File: src/rtl/controlador_ga_pkg.sv
// Shared definitions for the GA controller: state encoding and default timing constants.
package controlador_ga_pkg;

  localparam logic [2:0] ST_OCIOSO    = 3'd0;
  localparam logic [2:0] ST_FONTE     = 3'd1;
  localparam logic [2:0] ST_GUARDA    = 3'd2;
  localparam logic [2:0] ST_ESP_READY = 3'd3;
  localparam logic [2:0] ST_ESP_LIVRE = 3'd4;
  localparam logic [2:0] ST_PRONTO    = 3'd5;
  localparam logic [2:0] ST_ERRO      = 3'd6;

  typedef enum logic [2:0] {
    OCIOSO    = ST_OCIOSO,
    FONTE     = ST_FONTE,
    GUARDA    = ST_GUARDA,
    ESP_READY = ST_ESP_READY,
    ESP_LIVRE = ST_ESP_LIVRE,
    PRONTO    = ST_PRONTO,
    ERRO      = ST_ERRO
  } estado_t;

  localparam int GUARD_CYCLES_DEF = 2;
  localparam int TIMEOUT_MAX_DEF  = 200;

endpackage

File: src/rtl/controlador_ga_temporizador_espera.sv
// Loadable wait counter: flags the end of the guard window and the wait-timeout limit.
module temporizador_espera
  import controlador_ga_pkg::*;
#(
  parameter int GUARD_CYCLES = GUARD_CYCLES_DEF,
  parameter int TIMEOUT_MAX  = TIMEOUT_MAX_DEF
) (
  input  logic clk,
  input  logic rst_n,
  input  logic limpar,
  input  logic contar,
  output logic guarda_ok,
  output logic estourou
);

  localparam int TW = ($clog2(TIMEOUT_MAX + 1) > 8) ? $clog2(TIMEOUT_MAX + 1) : 8;

  logic [TW-1:0] cont_r;

  // Cycle counter; clearing wins over counting and it never wraps.
  always_ff @(posedge clk or negedge rst_n) begin
    if (!rst_n) begin
      cont_r <= {TW{1'b0}};
    end else if (limpar) begin
      cont_r <= {TW{1'b0}};
    end else if (contar && (cont_r != {TW{1'b1}})) begin
      cont_r <= cont_r + {{(TW-1){1'b0}}, 1'b1};
    end
  end

  assign guarda_ok = (cont_r >= TW'(GUARD_CYCLES - 1));
  assign estourou  = (cont_r >= TW'(TIMEOUT_MAX - 1));

endmodule

File: src/rtl/controlador_ga.sv
// Sequencer/arbiter in front of the GA: one-shot source load, then serialised
// deactivation/update commands with a guard window and a sticky wait timeout.
module controlador_ga
  import controlador_ga_pkg::*;
#(
  parameter int ADDR_WIDTH   = 5,
  parameter int GUARD_CYCLES = GUARD_CYCLES_DEF,
  parameter int TIMEOUT_MAX  = TIMEOUT_MAX_DEF,
  parameter int COUNT_WIDTH  = 16
) (
  input  logic                   clk,
  input  logic                   rst_n,
  input  logic                   start_i,
  input  logic [ADDR_WIDTH-1:0]  fonte_endereco_i,
  input  logic                   clear_erro_i,
  input  logic                   lvv_desativar_req_i,
  input  logic                   lvv_atualizar_req_i,
  output logic                   lvv_desativar_ack_o,
  output logic                   lvv_atualizar_ack_o,
  input  logic                   ga_ocupado_i,
  input  logic                   ga_atualizar_ready_i,
  output logic                   top_atualizar_fonte_o,
  output logic [ADDR_WIDTH-1:0]  top_endereco_fonte_o,
  output logic                   desativar_o,
  output logic                   atualizar_o,
  output logic                   ctrl_ocupado_o,
  output logic                   erro_timeout_o,
  output logic [COUNT_WIDTH-1:0] contador_atualizacoes_o
);

  estado_t estado_r;
  logic    fonte_carregada_r;
  logic    eh_atualizacao_r;
  logic    ready_visto_r;
  logic    limpar_s;
  logic    contar_s;
  logic    guarda_ok_s;
  logic    estourou_s;

  // Timer restarts on every command issue and again when the guard window closes.
  assign limpar_s = (estado_r == FONTE) || (estado_r == PRONTO) ||
                    ((estado_r == GUARDA) && guarda_ok_s);
  assign contar_s = (estado_r == GUARDA) || (estado_r == ESP_READY) ||
                    (estado_r == ESP_LIVRE);

  temporizador_espera #(
    .GUARD_CYCLES (GUARD_CYCLES),
    .TIMEOUT_MAX  (TIMEOUT_MAX)
  ) u_temporizador (
    .clk       (clk),
    .rst_n     (rst_n),
    .limpar    (limpar_s),
    .contar    (contar_s),
    .guarda_ok (guarda_ok_s),
    .estourou  (estourou_s)
  );

  // Main FSM; every output is set on the edge that enters the state it belongs to.
  always_ff @(posedge clk or negedge rst_n) begin
    if (!rst_n) begin
      estado_r                <= OCIOSO;
      fonte_carregada_r       <= 1'b0;
      eh_atualizacao_r        <= 1'b0;
      ready_visto_r           <= 1'b0;
      lvv_desativar_ack_o     <= 1'b0;
      lvv_atualizar_ack_o     <= 1'b0;
      top_atualizar_fonte_o   <= 1'b0;
      top_endereco_fonte_o    <= {ADDR_WIDTH{1'b0}};
      desativar_o             <= 1'b0;
      atualizar_o             <= 1'b0;
      ctrl_ocupado_o          <= 1'b0;
      erro_timeout_o          <= 1'b0;
      contador_atualizacoes_o <= {COUNT_WIDTH{1'b0}};
    end else begin
      lvv_desativar_ack_o   <= 1'b0;
      lvv_atualizar_ack_o   <= 1'b0;
      top_atualizar_fonte_o <= 1'b0;
      desativar_o           <= 1'b0;
      atualizar_o           <= 1'b0;
      case (estado_r)
        OCIOSO: begin
          if (start_i) begin
            top_endereco_fonte_o  <= fonte_endereco_i;
            top_atualizar_fonte_o <= 1'b1;
            ctrl_ocupado_o        <= 1'b1;
            estado_r              <= FONTE;
          end
        end
        FONTE: begin
          fonte_carregada_r <= 1'b1;
          eh_atualizacao_r  <= 1'b0;
          ready_visto_r     <= 1'b0;
          estado_r          <= GUARDA;
        end
        PRONTO: begin
          if (start_i) begin
            top_endereco_fonte_o  <= fonte_endereco_i;
            top_atualizar_fonte_o <= 1'b1;
            ctrl_ocupado_o        <= 1'b1;
            estado_r              <= FONTE;
          end else if (lvv_desativar_req_i) begin
            lvv_desativar_ack_o <= 1'b1;
            desativar_o         <= 1'b1;
            eh_atualizacao_r    <= 1'b0;
            ready_visto_r       <= 1'b0;
            ctrl_ocupado_o      <= 1'b1;
            estado_r            <= GUARDA;
          end else if (lvv_atualizar_req_i) begin
            lvv_atualizar_ack_o <= 1'b1;
            atualizar_o         <= 1'b1;
            eh_atualizacao_r    <= 1'b1;
            ready_visto_r       <= 1'b0;
            ctrl_ocupado_o      <= 1'b1;
            estado_r            <= GUARDA;
          end
        end
        GUARDA: begin
          // A fast GA may report completion before the guard window closes.
          if (eh_atualizacao_r && ga_atualizar_ready_i) begin
            ready_visto_r <= 1'b1;
          end
          if (guarda_ok_s) begin
            estado_r <= eh_atualizacao_r ? ESP_READY : ESP_LIVRE;
          end
        end
        ESP_READY: begin
          if (ga_atualizar_ready_i || ready_visto_r) begin
            ready_visto_r <= 1'b0;
            if (contador_atualizacoes_o != {COUNT_WIDTH{1'b1}}) begin
              contador_atualizacoes_o <= contador_atualizacoes_o + {{(COUNT_WIDTH-1){1'b0}}, 1'b1};
            end
            estado_r <= ESP_LIVRE;
          end else if (estourou_s) begin
            erro_timeout_o <= 1'b1;
            estado_r       <= ERRO;
          end
        end
        ESP_LIVRE: begin
          if (!ga_ocupado_i) begin
            ctrl_ocupado_o <= 1'b0;
            estado_r       <= fonte_carregada_r ? PRONTO : OCIOSO;
          end else if (estourou_s) begin
            erro_timeout_o <= 1'b1;
            estado_r       <= ERRO;
          end
        end
        ERRO: begin
          if (clear_erro_i) begin
            erro_timeout_o    <= 1'b0;
            fonte_carregada_r <= 1'b0;
            ctrl_ocupado_o    <= 1'b0;
            estado_r          <= OCIOSO;
          end
        end
        default: begin
          ctrl_ocupado_o <= 1'b0;
          estado_r       <= OCIOSO;
        end
      endcase
    end
  end

endmodule

File: config.mk
export PLATFORM = sky130hd
export DESIGN_NAME = controlador_ga
export DESIGN_NICKNAME = d
export VERILOG_FILES = /design/src/rtl/controlador_ga_pkg.sv /design/src/rtl/controlador_ga_temporizador_espera.sv /design/src/rtl/controlador_ga.sv
export SDC_FILE = /design/constraint.sdc
export NUM_CORES = 1
export LEC_CHECK = 0
export CORE_MARGIN = 4
export CORE_UTILIZATION = 47
export DETAILED_ROUTE_END_ITERATION = 16
export PLACE_DENSITY = 0.73
export SYNTH_ARGS = -nofsm -noshare
export SYNTH_HDL_FRONTEND = slang
export SYNTH_SLANG_ARGS = --single-unit
File: constraint.sdc
create_clock -name clk -period 1.7 [get_ports clk]
set_input_delay 0.255 -clock clk [delete_from_list [all_inputs] [get_ports clk]]
set_output_delay 0.255 -clock clk [all_outputs]
set_load 0.01 [all_outputs]
* Yosys cells after proc, flatten, opt, wreduce, memory -nomap -nowiden
Cells that the tools add are included.
** Word-level totals
- Register bits after elaboration :: 40
- Input port bits :: 13
- Output and inout port bits :: 28
- Word-level logic and storage cells :: 104
** Operators by class
- Add/subtract/negate cells :: 2
- $lt $le $gt $ge :: 2
- Equal/unequal tests :: 19
- Mux-type cells :: 44
- Bitwise gates (word level) :: 1
- Reductions and logical operators :: 24
** Operator list (count)
- two-way mux 3 bit :: 11
- two-way mux 1 bit :: 25
- one-hot mux 3 bit (7 select lines) :: 1
- adder 16 x 1 -> 16 bit, second input constant :: 1
- two-way mux 8 bit :: 2
- inequality test 16 bit, second input constant :: 1
- inequality test 2 bit, second input constant :: 7
- AND reduction 5 bit :: 2
- == test 3 bit, second input constant :: 3
- adder 8 x 1 -> 8 bit, second input constant :: 1
- greater-or-equal comparator 8 x 1 -> 1 bit, second input constant :: 1
- greater-or-equal comparator 8 bit, second input constant :: 1
- inequality test 8 bit, second input constant :: 1
- AND reduction 4 bit :: 2
- == test 3 x 2 -> 1 bit, second input constant :: 2
- AND reduction 3 bit :: 2
- nonzero test 2 bit :: 3
- logical OR 1 bit :: 5
- one-hot mux 1 bit (5 select lines) :: 1
- inequality test 2 x 1 -> 1 bit, second input constant :: 2
- inequality test 4 bit, second input constant :: 1
- one-hot mux 1 bit (2 select lines) :: 2
- one-hot mux 1 bit (4 select lines) :: 1
- AND reduction 2 bit :: 2
- 10 further kinds :: 12

* Longest topological paths before layout
- Word-level depth :: 6
- Depth in mapped cells :: 7
- Depth with buffers taken out :: 7

* Modules after synthesis
Synthesis repeated with hierarchy kept, for this count alone.
** Unflattened totals
- Cell total of the unflattened synthesis :: 241
- Area, all modules :: 2359.8 um2
** By module, submodules not included
- controlador_ga :: times used 1, cells each 178, area each 1806.7 um2, seq. area each 800.8 um2
- temporizador_espera :: times used 1, cells each 63, area each 553.0 um2, seq. area each 200.2 um2

* Least setup slack after synthesis
Ideal clock, no wire load.
- Path type :: register -> register
- Start point :: register contador_atualizacoes_o[0]
- End point :: register contador_atualizacoes_o[1]
- Setup time :: 0.125 ns
- Data arrival time :: 1.658 ns
- Data required time :: 1.575 ns
- Slack :: -0.083 ns
- Stages on the path, launching flop included :: 6
- Path buffers :: 0
- Period minus slack after synthesis :: 1.783 ns
- Cells stage by stage :: dfrtp_1 ha_1 nand3_2 or3_1 o21a_2 mux2_4
** On the way
- Longest elaborated chain between the ends :: 2
- Elaborated cells on any way between the ends :: 3
- Classes of those cells :: 1 x add/sub; 1 x eq/ne; 1 x reduce/logical
** Ends and longest elaborated chain
- start: declaration :: RTL line controlador_ga.sv:28 : output logic [COUNT_WIDTH-1:0] contador_atualizacoes_o
- start signal: assignment :: RTL line controlador_ga.sv:73 : contador_atualizacoes_o <= {COUNT_WIDTH{1'b0}};
- start signal: assignment :: RTL line controlador_ga.sv:130 : contador_atualizacoes_o <= contador_atualizacoes_o + {{(COUNT_WIDTH-1){1'b0}}, 1'b1};
- branches (longest 2 deep; another with adder 16 x 1 -> 16 bit)
Several ways; the timed one is not identified.
A chain may end at the register's enable or synchronous reset.

* Worst setup path after layout
- Start point :: register u_temporizador.cont_r[1]
- End point :: register estado_r[2]
** On the way
- Longest elaborated chain between the ends :: 4
- Elaborated cells on any way between the ends :: 8
- Classes of those cells :: 2 x order compare; 1 x eq/ne; 4 x mux; 1 x reduce/logical
** Ends and longest elaborated chain
- start: declaration :: RTL line controlador_ga_temporizador_espera.sv:18 : logic [TW-1:0] cont_r;
- start signal: assignment :: RTL line controlador_ga_temporizador_espera.sv:23 : cont_r <= {TW{1'b0}};
- start signal: assignment :: RTL line controlador_ga_temporizador_espera.sv:25 : cont_r <= {TW{1'b0}};
- start signal: assignment :: RTL line controlador_ga_temporizador_espera.sv:27 : cont_r <= cont_r + {{(TW-1){1'b0}}, 1'b1};
- greater-or-equal comparator 8 bit :: RTL line controlador_ga_temporizador_espera.sv:32 : assign estourou = (cont_r >= TW'(TIMEOUT_MAX - 1));
- two-way mux 3 bit
- two-way mux 3 bit (on tied branches)
- one-hot mux 3 bit (7 select lines)
- end signal: assignment :: RTL line controlador_ga.sv:123 : estado_r <= eh_atualizacao_r ? ESP_READY : ESP_LIVRE;
- end signal: assignment :: RTL line controlador_ga.sv:141 : estado_r <= fonte_carregada_r ? PRONTO : OCIOSO;
- end: declaration :: RTL line controlador_ga.sv:31 : estado_t estado_r;
Several ways; a longest one is shown, not always the timed one.

==> qor.csv <==
metric;value;unit
DR DRC count;0;
vias in the first global route;1910;
dpl cell area;0.00292;mm^2
post-synth top area share;45.9;%
number of port buffers;40;
FF-to-FF Start;u_temporizador.cont_r[1]$_DFFE_PN0P_;
Mapped Cells;213;
Seq pwr share;30.0;%
clock skew after layout;0.00752;ns
initial core utilization;49.4;%
final design utilization;74.3;%
critical path depth;7;
r2r endpoint;estado_r[2]$_DFFE_PN0P_;
post-layout worst setup margin;-0.0260;ns
die width;76.1;um
clk_lat worst skew;0.29;ns
IO Count;41;
Slew Viols, Final;0;
Logic pwr share;49.9;%
Sw Share;34.1;%
final hold vios;0;
Top FF cell, synth;dfrtp_1;
gpl congestion;0.901;
P per Cell Area;1380;mW/mm^2
largest net degree at the start of global routing;19;
synth-to-layout area growth;50.4;%
drt total wl;5.57;mm
leakage power;1.46;nW
htree depth;2;
initial antenna violation count;0;
layout cells sized above 1;33.3;%
Fmax;579;MHz
non-filler cells, final;355;
Setup Viol. Count Final;1;
critical path, cell by cell;inv_2 -> ha_1 -> nor3_1 -> nand4b_1 -> o311a_4 -> a21oi_2 -> a31oi_1;
CP startpoint;u_temporizador.cont_r[1]$_DFFE_PN0P_;
Peak VDD IR;1.06;mV
GR Util All Layers;18.8;%
critical path arrival;1.88;ns
fin area;0.00328;mm^2
CP delay by family, top;compound AO/OA/AOI/OAI gates;
Clock Path Buffers;2;
worst hold slack;0.393;ns
routed len/inst;15.7;um
violations in the final reports;negative setup slack;
critical path type;reg2reg;
clock-pin slew on the worst setup and hold paths;0.08;ns
Worst-Margin Slew;0.407;ns
Die ar.;0.00580;mm^2
first-pass GRT wire length;8.99;mm
sequential area share after synthesis;45.9;%
chip height;76.1;um
Iter 0 DRT Violations;115;
synthesized area;0.00218;mm^2
worst endpoint required time;1.86;ns
Antenna diodes;0;
Worst setup EP type;register;
# rows;24;
antenna viol nets, final;0;
R2R Setup Slk;-0.03;ns
min Tclk post-route;1.73;ns
warnings from Yosys;0;
Yosys reg bits;40;
slowest CP cell;dfrtp_1;
Max FO, Critical Path;4;
clock power share;20.0;%
Post-Place Cells;338;
ranking of synthesized cells by area;dfrtp_1 (46%), xnor2_1 (4.8%), nor2_1 (4.0%);
Synth async-reset ratio;100;%
RSZ-0062 raised after global routing;yes;
Pre-antenna DRT Iters;4;
Synth area leader;dfrtp_1;
Core Area;0.00441;mm^2
NetSw;1.54;mW
Mapped Nets;230;
GRT overflow;0;
filler instances;313;
Netlist cell types;55;
CTS tree;built;
hpwl dp;4.02;mm
Max Cap Viol;0;
worst path bufs/invs;1;
CTS Sinks;40;
number of synthesized flops with an enable pin;0;
hold crit path type;in2async;
Root Driver;clkbuf_8;
Critical Path Max Stage Delay;0.43;ns
Startpoint Class;register;
Final nets;320;
status;complete, but fails checks;
R2R cell count;7;
total CTS buffers;5;
Int Power;2.98;mW
via count;1894;
max_slew headroom;72.8;%
Vias/cell;5.34;
Mapped Avg Cell Area;10.2;um^2
final worst-path cycle share;102;%
[area by class of cell]
class	instances	area (um^2)	area share [%]
Clock buffer	5	68.8	2.10
Multi-Input combinational cell	153	1210	37.0
Clock inverter	2	60.1	1.83
Tap cell	52	65.1	1.98
Sequential cell	40	1010	30.7
Timing Repair Buffer	90	818	24.9
Inverter	13	48.8	1.49
[synthesized netlist by cell type (4+ instances only)]
| master | n |
|---|---|
| nand3_1 | 10 |
| xor2_1 | 7 |
| inv_1 | 13 |
| nand2b_1 | 4 |
| nand2_1 | 12 |
| dfrtp_1 | 40 |
| buf_4 | 4 |
| a21oi_1 | 10 |
| o21ai_0 | 6 |
| xnor2_1 | 12 |
| ha_1 | 4 |
| nor3_1 | 4 |
| a31oi_1 | 4 |
| or3_1 | 4 |
| nor2_1 | 23 |
[power by group through the flow]
stage	Combinational, mW	Clock (mW)	Sequential, mW
2_1_floorplan	0.949	0	1.39
3_3_place_gp	1.90	0	1.33
3_5_place_dp	1.92	0	1.35
4_1_cts	1.95	0.920	1.33
5_1_grt	2.45	0.961	1.39
6_report	2.26	0.906	1.36
[cell families (layout without fill, tap and decap cells)]
logic type | after synthesis | in the layout | share of synthesized area [%]
compound gates | 37 | 37 | 12.8
simple gates | 85 | 85 | 22.9
mux | 8 | 8 | 4.24
flops | 40 | 40 | 45.9
fa+ha+maj | 4 | 4 | 2.29
buf+inv | 20 | 110 | 4.24
xor+xnor | 19 | 19 | 7.63
[repair_timing]
action / in CTS / in global routing
gates resized for setup: 5 / 28
endpoints found under the setup margin: 9 / 22
hold buffers: 1 / 0
endpoints found under the hold margin: 11 / 0
pin swaps: 0 / 12
setup buffers: 0 / 8
gates cloned: 0 / 1
[worst max-delay path by stage]
stage                                                        end  slack [ns]
after global routing        u_temporizador.cont_r[6]$_DFFE_PN0P_       -0.08
after detailed placement  contador_atualizacoes_o[1]$_DFFE_PN0P_       -0.09
after CTS                 contador_atualizacoes_o[1]$_DFFE_PN0P_       -0.02
after global placement    contador_atualizacoes_o[1]$_DFFE_PN0P_       -0.06
final                                    estado_r[2]$_DFFE_PN0P_       -0.03
after floorplan           contador_atualizacoes_o[1]$_DFFE_PN0P_       -0.05
[registers in the layout, summed over array words and instances (netlist names)]
signal	count
top_endereco_fonte_o	5
estado_r	3
desativar_o	1
u_temporizador.cont_r	8
contador_atualizacoes_o	16
ready_visto_r	1
ctrl_ocupado_o	1
eh_atualizacao_r	1
atualizar_o	1
top_atualizar_fonte_o	1
erro_timeout_o	1
fonte_carregada_r	1
[metal layers]
metal / GRT usage, % / wire [um] / up-vias
met3: 3.90 / 250 / 6
met4: 6.12 / 55 / 0
met1: 24.6 / 2490 / 911
li1: - / - / 917
met5: 0 / 0 / -
met2: 30.8 / 2770 / 60
[through the flow]
| stage | setup TNS (ns) | power [mW] | setup WS [ns] |
|---|---|---|---|
| after floorplan | -0.0789 | 2.34 | -0.0505 |
| after CTS | -0.0150 | 4.20 | -0.0150 |
| after global placement | -0.125 | 3.23 | -0.0641 |
| final | -0.0260 | 4.52 | -0.0260 |
| after global routing | -0.333 | 4.79 | -0.0834 |
| after detailed placement | -0.433 | 3.27 | -0.0913 |
[cell usage in the layout (no fill, tap or decap), drive strengths merged, types with 3 or more instances in the layout]
cell,netlist,routed
nor3b,3,3
inv,13,13
ha,4,4
nand4,3,3
mux2,7,7
nor3,8,8
nor2b,3,3
nor2,23,23
o21a,3,3
a21oi,10,10
xor2,7,7
a31oi,4,4
o21ai,7,7
xnor2,12,12
clkdlybuf4s50,0,39
or2,3,3
nand2b,4,4
nand3,11,11
clkbuf,1,6
dfrtp,40,40
nand2,12,12
or3,4,4
buf,6,49
Power figures use the tool's default switching activity.
